## src/rtl/window3x3_gen.sv

```systemverilog
// Slides a 3x3 window over a raster-order pixel stream using two COLS-deep row
// shift registers. Windows are only flagged valid when they lie fully inside the image.
module window3x3_gen #(
  parameter int COLS      = 28,
  parameter int ROWS      = 28,
  parameter int BIT_WIDTH = 8,
  localparam int CW = (COLS > 1) ? $clog2(COLS) : 1,
  localparam int RW = (ROWS > 1) ? $clog2(ROWS) : 1
) (
  input  logic                   clk,
  input  logic                   rst,
  input  logic [BIT_WIDTH-1:0]   px_in,
  input  logic                   px_valid,
  input  logic                   flush,
  output logic [9*BIT_WIDTH-1:0] win,
  output logic                   win_valid,
  output logic [RW-1:0]          out_row,
  output logic [CW-1:0]          out_col,
  output logic                   frame_done
);

  // Handshake: px_valid is a pure valid with no ready; the block accepts px_in on
  // every rising edge where px_valid=1 and flush=0, and never back-pressures.

  typedef logic [BIT_WIDTH-1:0] px_t;

  px_t           rb0_q [COLS];
  px_t           rb1_q [COLS];
  px_t           win_q [3][3];
  logic [CW-1:0] col_q, col_d;
  logic [RW-1:0] row_q, row_d;
  logic [RW-1:0] out_row_q, out_row_d;
  logic [CW-1:0] out_col_q, out_col_d;
  logic          win_valid_q, win_valid_d;
  logic          frame_done_q, frame_done_d;
  logic          accept;
  logic          col_last;
  logic          row_last;

  assign accept   = px_valid && !flush;
  assign col_last = (col_q == CW'(COLS - 1));
  assign row_last = (row_q == RW'(ROWS - 1));

  always_comb begin
    col_d        = col_q;
    row_d        = row_q;
    out_row_d    = out_row_q;
    out_col_d    = out_col_q;
    win_valid_d  = 1'b0;
    frame_done_d = 1'b0;
    if (flush) begin
      col_d = '0;
      row_d = '0;
    end else if (px_valid) begin
      if (col_last) begin
        col_d = '0;
        row_d = row_last ? '0 : row_q + RW'(1);
      end else begin
        col_d = col_q + CW'(1);
      end
      // Window position is the top-left corner, two behind the newest pixel.
      if ((row_q >= RW'(2)) && (col_q >= CW'(2))) begin
        win_valid_d = 1'b1;
        out_row_d   = row_q - RW'(2);
        out_col_d   = col_q - CW'(2);
      end
      frame_done_d = row_last && col_last;
    end
  end

  always_ff @(posedge clk or negedge rst) begin
    if (!rst) begin
      col_q        <= '0;
      row_q        <= '0;
      out_row_q    <= '0;
      out_col_q    <= '0;
      win_valid_q  <= 1'b0;
      frame_done_q <= 1'b0;
    end else begin
      col_q        <= col_d;
      row_q        <= row_d;
      out_row_q    <= out_row_d;
      out_col_q    <= out_col_d;
      win_valid_q  <= win_valid_d;
      frame_done_q <= frame_done_d;
    end
  end

  // Row buffers and window only move on accepted pixels; flush leaves them alone.
  always_ff @(posedge clk or negedge rst) begin
    if (!rst) begin
      for (int i = 0; i < COLS; i++) begin
        rb0_q[i] <= '0;
        rb1_q[i] <= '0;
      end
      for (int r = 0; r < 3; r++) begin
        for (int c = 0; c < 3; c++) begin
          win_q[r][c] <= '0;
        end
      end
    end else if (accept) begin
      rb0_q[0] <= px_in;
      rb1_q[0] <= rb0_q[COLS-1];
      for (int i = 1; i < COLS; i++) begin
        rb0_q[i] <= rb0_q[i-1];
        rb1_q[i] <= rb1_q[i-1];
      end
      for (int r = 0; r < 3; r++) begin
        win_q[r][0] <= win_q[r][1];
        win_q[r][1] <= win_q[r][2];
      end
      win_q[0][2] <= rb1_q[COLS-1];
      win_q[1][2] <= rb0_q[COLS-1];
      win_q[2][2] <= px_in;
    end
  end

  always_comb begin
    win = '0;
    for (int r = 0; r < 3; r++) begin
      for (int c = 0; c < 3; c++) begin
        win[BIT_WIDTH*(3*r+c) +: BIT_WIDTH] = win_q[r][c];
      end
    end
  end

  assign win_valid  = win_valid_q;
  assign out_row    = out_row_q;
  assign out_col    = out_col_q;
  assign frame_done = frame_done_q;

endmodule

```

## config.mk

```make
export PLATFORM = sky130hd
export DESIGN_NAME = window3x3_gen
export DESIGN_NICKNAME = d
export VERILOG_FILES = /design/src/rtl/window3x3_gen.sv
export SDC_FILE = /design/constraint.sdc
export NUM_CORES = 1
export LEC_CHECK = 0
export ABC_AREA = 1
export CORE_UTILIZATION = 30
export DETAILED_ROUTE_END_ITERATION = 10
export GPL_TIMING_DRIVEN = 0
export PLACE_DENSITY = 0.51
export SLEW_MARGIN = 20
export SYNTH_ARGS = -nofsm -noshare
export SYNTH_HDL_FRONTEND = slang
export SYNTH_SLANG_ARGS = --single-unit
```

## constraint.sdc

```tcl
create_clock -name clk -period 1.9 [get_ports clk]
set_clock_uncertainty 0.2 [all_clocks]
set_input_delay 0.19 -clock clk [delete_from_list [all_inputs] [get_ports clk]]
set_output_delay 0.19 -clock clk [all_outputs]
set_load 0.05 [all_outputs]
```

After elaboration in Yosys (flattened, before gate mapping):

Cells that the tools add are included.

* flip-flop bits (word level): 494
* input port bits: 12
* word-level logic and storage cells: 94

* $add $sub $neg: 4
* order comparisons: 2
* equality and inequality tests: 2
* mux-type cells: 12
* bitwise gates (word level): 1
* reduce and logical (&&, ||, !) cells: 8

Operator list (count)
* $mux 5: 7
* $add 5x1->5 const B: 2
* $eq 5x5->1 const B: 2
* $ge 5x2->1 const B: 2
* $sub 5x2->5 const B: 2
* $mux 1: 5
* $reduce_bool 2->1: 2
* $logic_and 1x1->1: 3
* $reduce_and 3->1: 1
* $reduce_and 2->1: 1
* $logic_not 1->1: 1
* $not 1->1: 1

Longest topological paths before layout:

Gate-level depths: netlist (run 1).

* word-level depth: 5
* mapped depth: 9
* depth with buffers taken out: 8

Worst setup path before layout (run 1):

No wires, ideal clock.

* kind: flip-flop to flip-flop
* start point: register row_q[1]
* end point: register out_col_q[0] (netlist: out_col[0])
* library setup time: 66 ps
* arrival: 1289 ps
* slack: 344 ps
* stages on the path, launching flop included: 9
* period minus slack after synthesis: 1556 ps
* cells stage by stage: dfrtp_1 -> inv_1 -> ha_1 -> inv_1 -> nor2_1 -> nand3_1 -> clkbuf_1 -> nand4_1 -> nand2_1

* cells in the longest elaborated chain, start to end: 3

RTL lines
* from (decl): line 31 `logic [RW-1:0] row_q, row_d;`
* from (signal assigned): line 81 `row_q <= row_d;`
* $ge 5x2->1: line 62 `if ((row_q >= RW'(2)) && (col_q >= CW'(2))) begin`
* $logic_and 1x1->1: line 62
* $reduce_and 3->1 (no line)
* to (signal assigned): line 83 `out_col_q <= out_col_d;`
* to (decl): line 33 `logic [CW-1:0] out_col_q, out_col_d;`

Every way passes these cells.
A chain may end at the register's enable or synchronous reset.

Worst setup path in the final report (run 1):

* start point: register win_q, in the netlist win[33]
* end point: output win[33]

RTL lines
* from (decl): line 29 `px_t win_q [3][3];`
* from (signal, indexed assignment): line 109 `win_q[r][0] <= win_q[r][1];`
* from (signal, indexed assignment): line 110 `win_q[r][1] <= win_q[r][2];`
* to (decl): line 15 `output logic [9*BIT_WIDTH-1:0] win,`

No word-level cell between the ends.

==> results of run 1 <==
-- metal layers --
metal,vias up,track usage (%),part of all wire (%)
met5,-,0,0
met4,0,3.95,2.1
met3,65,2.06,3.5
met2,174,20.2,45
met1,6393,19.3,50
li1,6466,-,-
-- synth_stat cells, drive strengths merged --
master | instances | area (µm²)
a21oi | 1 | 5.00
buf | 153 | 886
clkbuf | 5 | 20.0
dfrtp | 494 | 12400
ha | 8 | 100
inv | 227 | 852
nand2 | 632 | 2370
nand3 | 8 | 40.0
nand4 | 14 | 87.6
nor2 | 11 | 51.3
o21ai | 421 | 2110
o22ai | 2 | 12.5
xor2 | 5 | 43.8
-- report_power, final --
| group | internal (mW) | switching [mW] | total [mW] |
|---|---|---|---|
| Combinational | 1.58 | 3.10 | 4.68 |
| Sequential | 12.6 | 0.990 | 13.5 |
| Clock | 5.83 | 4.11 | 9.94 |
-- how the worst min path moves through the flow --
stage | startpoint | endpoint | slack (ns) | depth (start not counted)
6_report | rst | rb0_q[6] | -0.09 | 2
4_1_cts | rst | win[45] | 0.003 | 2
2_1_floorplan | rst | col_q[0] | -0.31 | 0
5_1_grt | rst | rb0_q[5] | -0.07 | 2
3_3_place_gp | win[2] | win[2] | 0.26 | 2
3_5_place_dp | rst | win[37] | 0.05 | 1
-- layout by cell type, fill, tap and decap left out, types with 2 or more instances in the layout --
cell / instances
buf_12: 2
o21ai_1: 209
o21ai_0: 212
dfrtp_1: 494
clkdlybuf4s50_1: 10
clkbuf_8: 12
clkbuf_1: 24
clkdlybuf4s15_2: 39
o22ai_1: 2
clkbuf_2: 8
buf_4: 49
inv_1: 225
clkdlybuf4s15_1: 11
dlygate4sd2_1: 8
buf_2: 123
nand3_1: 8
clkinv_2: 3
inv_2: 2
xor2_1: 5
ha_1: 8
nand2_1: 632
dlygate4sd3_1: 10
clkbuf_16: 54
nor2_1: 9
nand4_1: 14
buf_16: 5
-- cell families after synthesis --
kind of cell             after synthesis  synth area share (%)
AO/OA/AOI/OAI                        424                  11.2
buffers and inverters                385                  9.28
flip-flops                           494                  65.3
XOR/XNOR                               5                 0.231
AND/OR/NAND/NOR                      665                  13.5
adder cells (fa/ha/maj)                8                 0.529
-- what timing repair did --
action / in CTS / in global routing
setup endpoints to repair: 84 / 228
hold buffers: 10 / 1
hold endpoints to repair: 168 / 23
resized for setup: 232 / 35
buffers inserted: 0 / 0
pin swaps: 0 / 0
-- sequential cells by signal, indices dropped and copies added, names as in the netlist --
name and count:
rb1_q 200, row_q 5, out_row 5, win_valid 1
out_col 5, col_q 5, rb0_q 200, win 72
frame_done 1
-- cell type report --
class	instances	area (µm²)	share of cell area [%]
plain buffers	158	910	3.99
repair buffers	111	1130	4.96
inverters	227	852	3.74
clock inverters	7	77.6	0.340
well taps	837	1050	4.59
flip-flops and latches	494	12400	54.2
multi-input cells	1102	4820	21.1
clock buffers	87	1600	7.00
-- critical path, stage by stage, from the launching register on --
cell             delay (ns)
dfrtp_1                0.40
buf_4                  0.14
clkdlybuf4s15_2        0.32
-- metrics by stage --
stage               area (µm²)  setup slack (ns)
floorplan                18900             0.344
global placement         20900            -21.29
detailed placement       21100            -0.328
CTS                      22800          0.000242
global route             22800          0.000161
finish                   22800            0.0546
==> impl_metrics.json, run 1 <==
{
  "ios": 96,
  "core_area_um2": 62100,
  "yosysSeqAreaShare_pct": 65.3,
  "clock_latency_ns": 0.59,
  "wirelength_um": 41500,
  "clock.fmax_ghz": 0.542,
  "ir_drop_uv": 711,
  "worstPathRequired_ns": 1.51,
  "tns_ns": 0,
  "period_needed_ns": 1.85,
  "clock_sinks": 494,
  "vias": 13100,
  "drtIter0Drc": 793,
  "rr_endpoint": "out_row[0]",
  "final_nets": 2166,
  "track_usage_pct": 13.2,
  "grt_max_degree": 100,
  "die_x_um": 253,
  "r2r-start": "row_q[1]",
  "end_kind": "output port",
  "reg2reg_depth": 9,
  "portBuffers": 95,
  "avgSynthCellArea_um2": 9.56,
  "die_area_um2": 64100,
  "htreeDepth": 2,
  "post-dp-hpwl_um": 27000,
  "fin_cells": 3023,
  "start_kind": "flip-flop",
  "whs_ns": -0.0887,
  "avgRoutedWirePerCell_um": 13.7,
  "drc": 0,
  "areaGrowthSynthToFinish_pct": 20.3,
  "nFillCells": 6302,
  "setup_viol": 0,
  "rrSetupSlack_ns": 0.16,
  "ant_nets": 0,
  "synth-seq-cells": 494,
  "max_slew_margin_pct": 64.5,
  "power_leakage_nw": 10.9,
  "clk_pin_slew_worst_paths_ns": 0.06,
  "place_inst": 2918,
  "fp.dieH_um": 253,
  "hold_viol_final": 63,
  "cap_violations": 0,
  "cts_root_buf": "clkbuf_16",
  "initial_core_util_pct": 30.5,
  "cp.arrival_ns": 1.46,
  "syn_area_um2": 18900,
  "numCtsBuffers": 52,
  "overflow": 0,
  "post-route-util_pct": 36.7,
  "critical_path_class": "flip-flop to output port",
  "hp-class": "input pin to asynchronous set/reset pin",
  "netlist-cell-type-count": 19,
  "status": "finished with violations",
  "power_density_nw_per_um2": 1240,
  "n_antenna_cell": 0,
  "synth_cells": 1981,
  "violations": "negative hold slack",
  "cp-endpoint": "win[33]",
  "crit_path_max_fanout": 3,
  "vias_per_cell": 4.33,
  "antenna_found_initial": 0,
  "rsz0062_at_grt": "no",
  "place.gp.congestion": 0.771,
  "dr.pass1.iters": 5,
  "critPathLaunch": "win[33]",
  "yosys_warnings": 0,
  "worst-slew-pin-transition_ns": 0.532,
  "p_total_mw": 28.2,
  "grt_pass1_wl_um": 69100,
  "cts_buffer_depth": 3,
  "drive_gt1_share_pct": 13.9,
  "rows": 91,
  "grt_pass1_vias": 13100,
  "cts_tree": "yes",
  "synth_nets": 2001,
  "period_share_pct": 97.1,
  "report.final.slew_viol_count": 0
}
No activity file was read; power rests on OpenSTA's default activity.
==> inputs of run 2 (changes only) <==
- CORE_UTILIZATION: 30 -> 52
- PLACE_DENSITY: 0.51 -> 0.76
==> impl_metrics.json, run 2 (synthesis gave the netlist of run 1 again) <==
{
  "worst-path-buf-inv": 1,
  "critical_path_class": "flip-flop to output port",
  "cts_root_buf": "clkbuf_16",
  "avgRoutedWirePerCell_um": 14.7,
  "multiInputGateArea_um2": 4820,
  "cts_hold_buf": 8,
  "clock_latency_ns": 0.56,
  "overflow": 0,
  "wl_met1_um": 17600,
  "whs_ns": -0.504,
  "start_kind": "flip-flop",
  "critPathLaunch": "win[19]",
  "routed-wl-met3_um": 1360,
  "ant_nets": 0,
  "power_switching_mw": 8.05,
  "rsz0062_at_grt": "no",
  "layout_commonest_cell": "nand2_1",
  "drc": 24,
  "ios": 96,
  "clock_sinks": 494,
  "dr.pass1.iters": 8,
  "end_kind": "output port",
  "crit_path_top_delay_cell": "clkdlybuf4s15_1",
  "numCtsBuffers": 49,
  "ir_drop_uv": 790,
  "final_nets": 2159,
  "cp_top_family": "buffers and inverters",
  "grt_pass1_vias": 13600,
  "antenna_found_initial": 0,
  "fp.dieH_um": 193,
  "grt_pass1_wl_um": 66000,
  "setup_viol": 0,
  "r2r-start": "row_q[2]",
  "vias": 13600,
  "nFillCells": 2884,
  "core_area_um2": 35700,
  "cp.arrival_ns": 1.47,
  "power_leakage_nw": 10.9,
  "internal-power_mw": 19.8,
  "worstPathRequired_ns": 1.51,
  "wl_met2_um": 18900,
  "seqCellArea_um2": 12400,
  "layout_common_cells": "nand2_1 (632), dfrtp_1 (494), inv_1 (225)",
  "clock.fmax_ghz": 0.538,
  "die_area_um2": 37200,
  "post-dp-hpwl_um": 24800,
  "rows": 69,
  "crit_path_max_fanout": 3,
  "slowest_delay_ns": 0.52,
  "violations": "design-rule violations, negative hold slack",
  "clk_pin_slew_worst_paths_ns": 0.06,
  "max_slew_margin_pct": 50.1,
  "p_total_mw": 27.8,
  "combPwrFrac_pct": 16.9,
  "portBuffers": 95,
  "initial_core_util_pct": 53.0,
  "report.final.slew_viol_count": 0,
  "power.share.clock_pct": 34.3,
  "drive_gt1_share_pct": 13.3,
  "track_usage_pct": 21.8,
  "routed.top_layer": "met4",
  "period_share_pct": 97.9,
  "place.gp.congestion": 0.794,
  "worst-slew-pin-transition_ns": 0.748,
  "hp-class": "input pin to asynchronous set/reset pin",
  "post-route-util_pct": 62.3,
  "cts_tree": "yes",
  "wirelength_um": 38700,
  "power_density_nw_per_um2": 1250,
  "htreeDepth": 2,
  "grt_max_degree": 108,
  "cap_violations": 0,
  "period_needed_ns": 1.86,
  "areaGrowthSynthToFinish_pct": 17.5,
  "p_sw_share_pct": 28.9,
  "cts_buffer_depth": 3,
  "hold_viol_final": 97,
  "cp_cell_sequence": "clkdlybuf4s15_1",
  "power_frac_seq_pct": 48.8,
  "status": "finished with violations",
  "die_x_um": 193,
  "drtIter0Drc": 1039,
  "vias_per_cell": 5.15
}
-- run 2: changes by cell type in the layout (fill, tap and decap cells not counted), sizes merged --
cell | previous run | this run
clkbuf | 99 | 84
buf | 179 | 163
bufinv | 1 | 2
clkdlybuf4s15 | 50 | 52
dlygate4sd3 | 10 | 8
dlygate4sd2 | 8 | 23
diode | 0 | 1
clkinv | 4 | 6
-- run 2: worst paths after layout --
kind | endpoint | slack (ns) | depth (start not counted)
min | win[46] | -0.50 | 1
min reg2reg | win[3] | 0.27 | 2
max reg2reg | out_row[3] | 0.19 | 9
min in group clk | win[3] | 0.27 | 2
max | win[19] | 0.04 | 1
max in group asynchronous | rb0_q[63] | 0.60 | 3
-- run 2: what timing repair did --
action	CTS	global route
gates cloned	0	0
endpoints found under the setup margin	84	23
setup buffers	0	0
hold endpoints to repair	105	97
gates resized for setup	190	19
-- run 2: final cells by class --
class | instances | area share, %
flip-flops and latches | 494 | 55.5
multi-input cells | 1102 | 21.7
clock buffers | 75 | 6.67
repair buffers | 107 | 5.07
plain buffers | 158 | 4.09
inverters | 227 | 3.83
well taps | 461 | 2.59
clock inverters | 10 | 0.545
diodes | 1 | 0.0112
-- run 2: layer usage --
| metal | up-vias | track usage, % |
|---|---|---|
| li1 | 6437 | - |
| met1 | 6834 | 30.2 |
| met2 | 237 | 36.3 |
| met3 | 60 | 2.87 |
| met4 | 0 | 5.72 |
| met5 | - | 0 |
-- run 2: power groups by stage --
stage | sequential [mW] | combinational, mW | clock, mW
4_1_cts | 13.6 | 4.77 | 9.73
6_report | 13.6 | 4.72 | 9.54
3_5_place_dp | 13.7 | 4.84 | 0
2_1_floorplan | 13.8 | 2.98 | 0
5_1_grt | 13.8 | 5.29 | 10.1
3_3_place_gp | 13.7 | 4.65 | 0
-- run 2: metrics by stage --
| stage | hold slack [ns] | std cells | TNS (ns) | area (µm²) | worst slack [ns] |
|---|---|---|---|---|---|
| after global routing | -0.473 | 2634 | 0 | 22300 | 0.00100 |
| after global placement | 0.256 | 2537 | - | 20500 | -20.35 |
| final | -0.504 | 2635 | 0 | 22300 | 0.0403 |
| after floorplan | -0.306 | 1981 | 0 | 18900 | 0.344 |
| after CTS | -0.495 | 2634 | 0 | 22300 | 0.00297 |
| after detailed placement | 0.0919 | 2541 | -47.49 | 20600 | -0.226 |
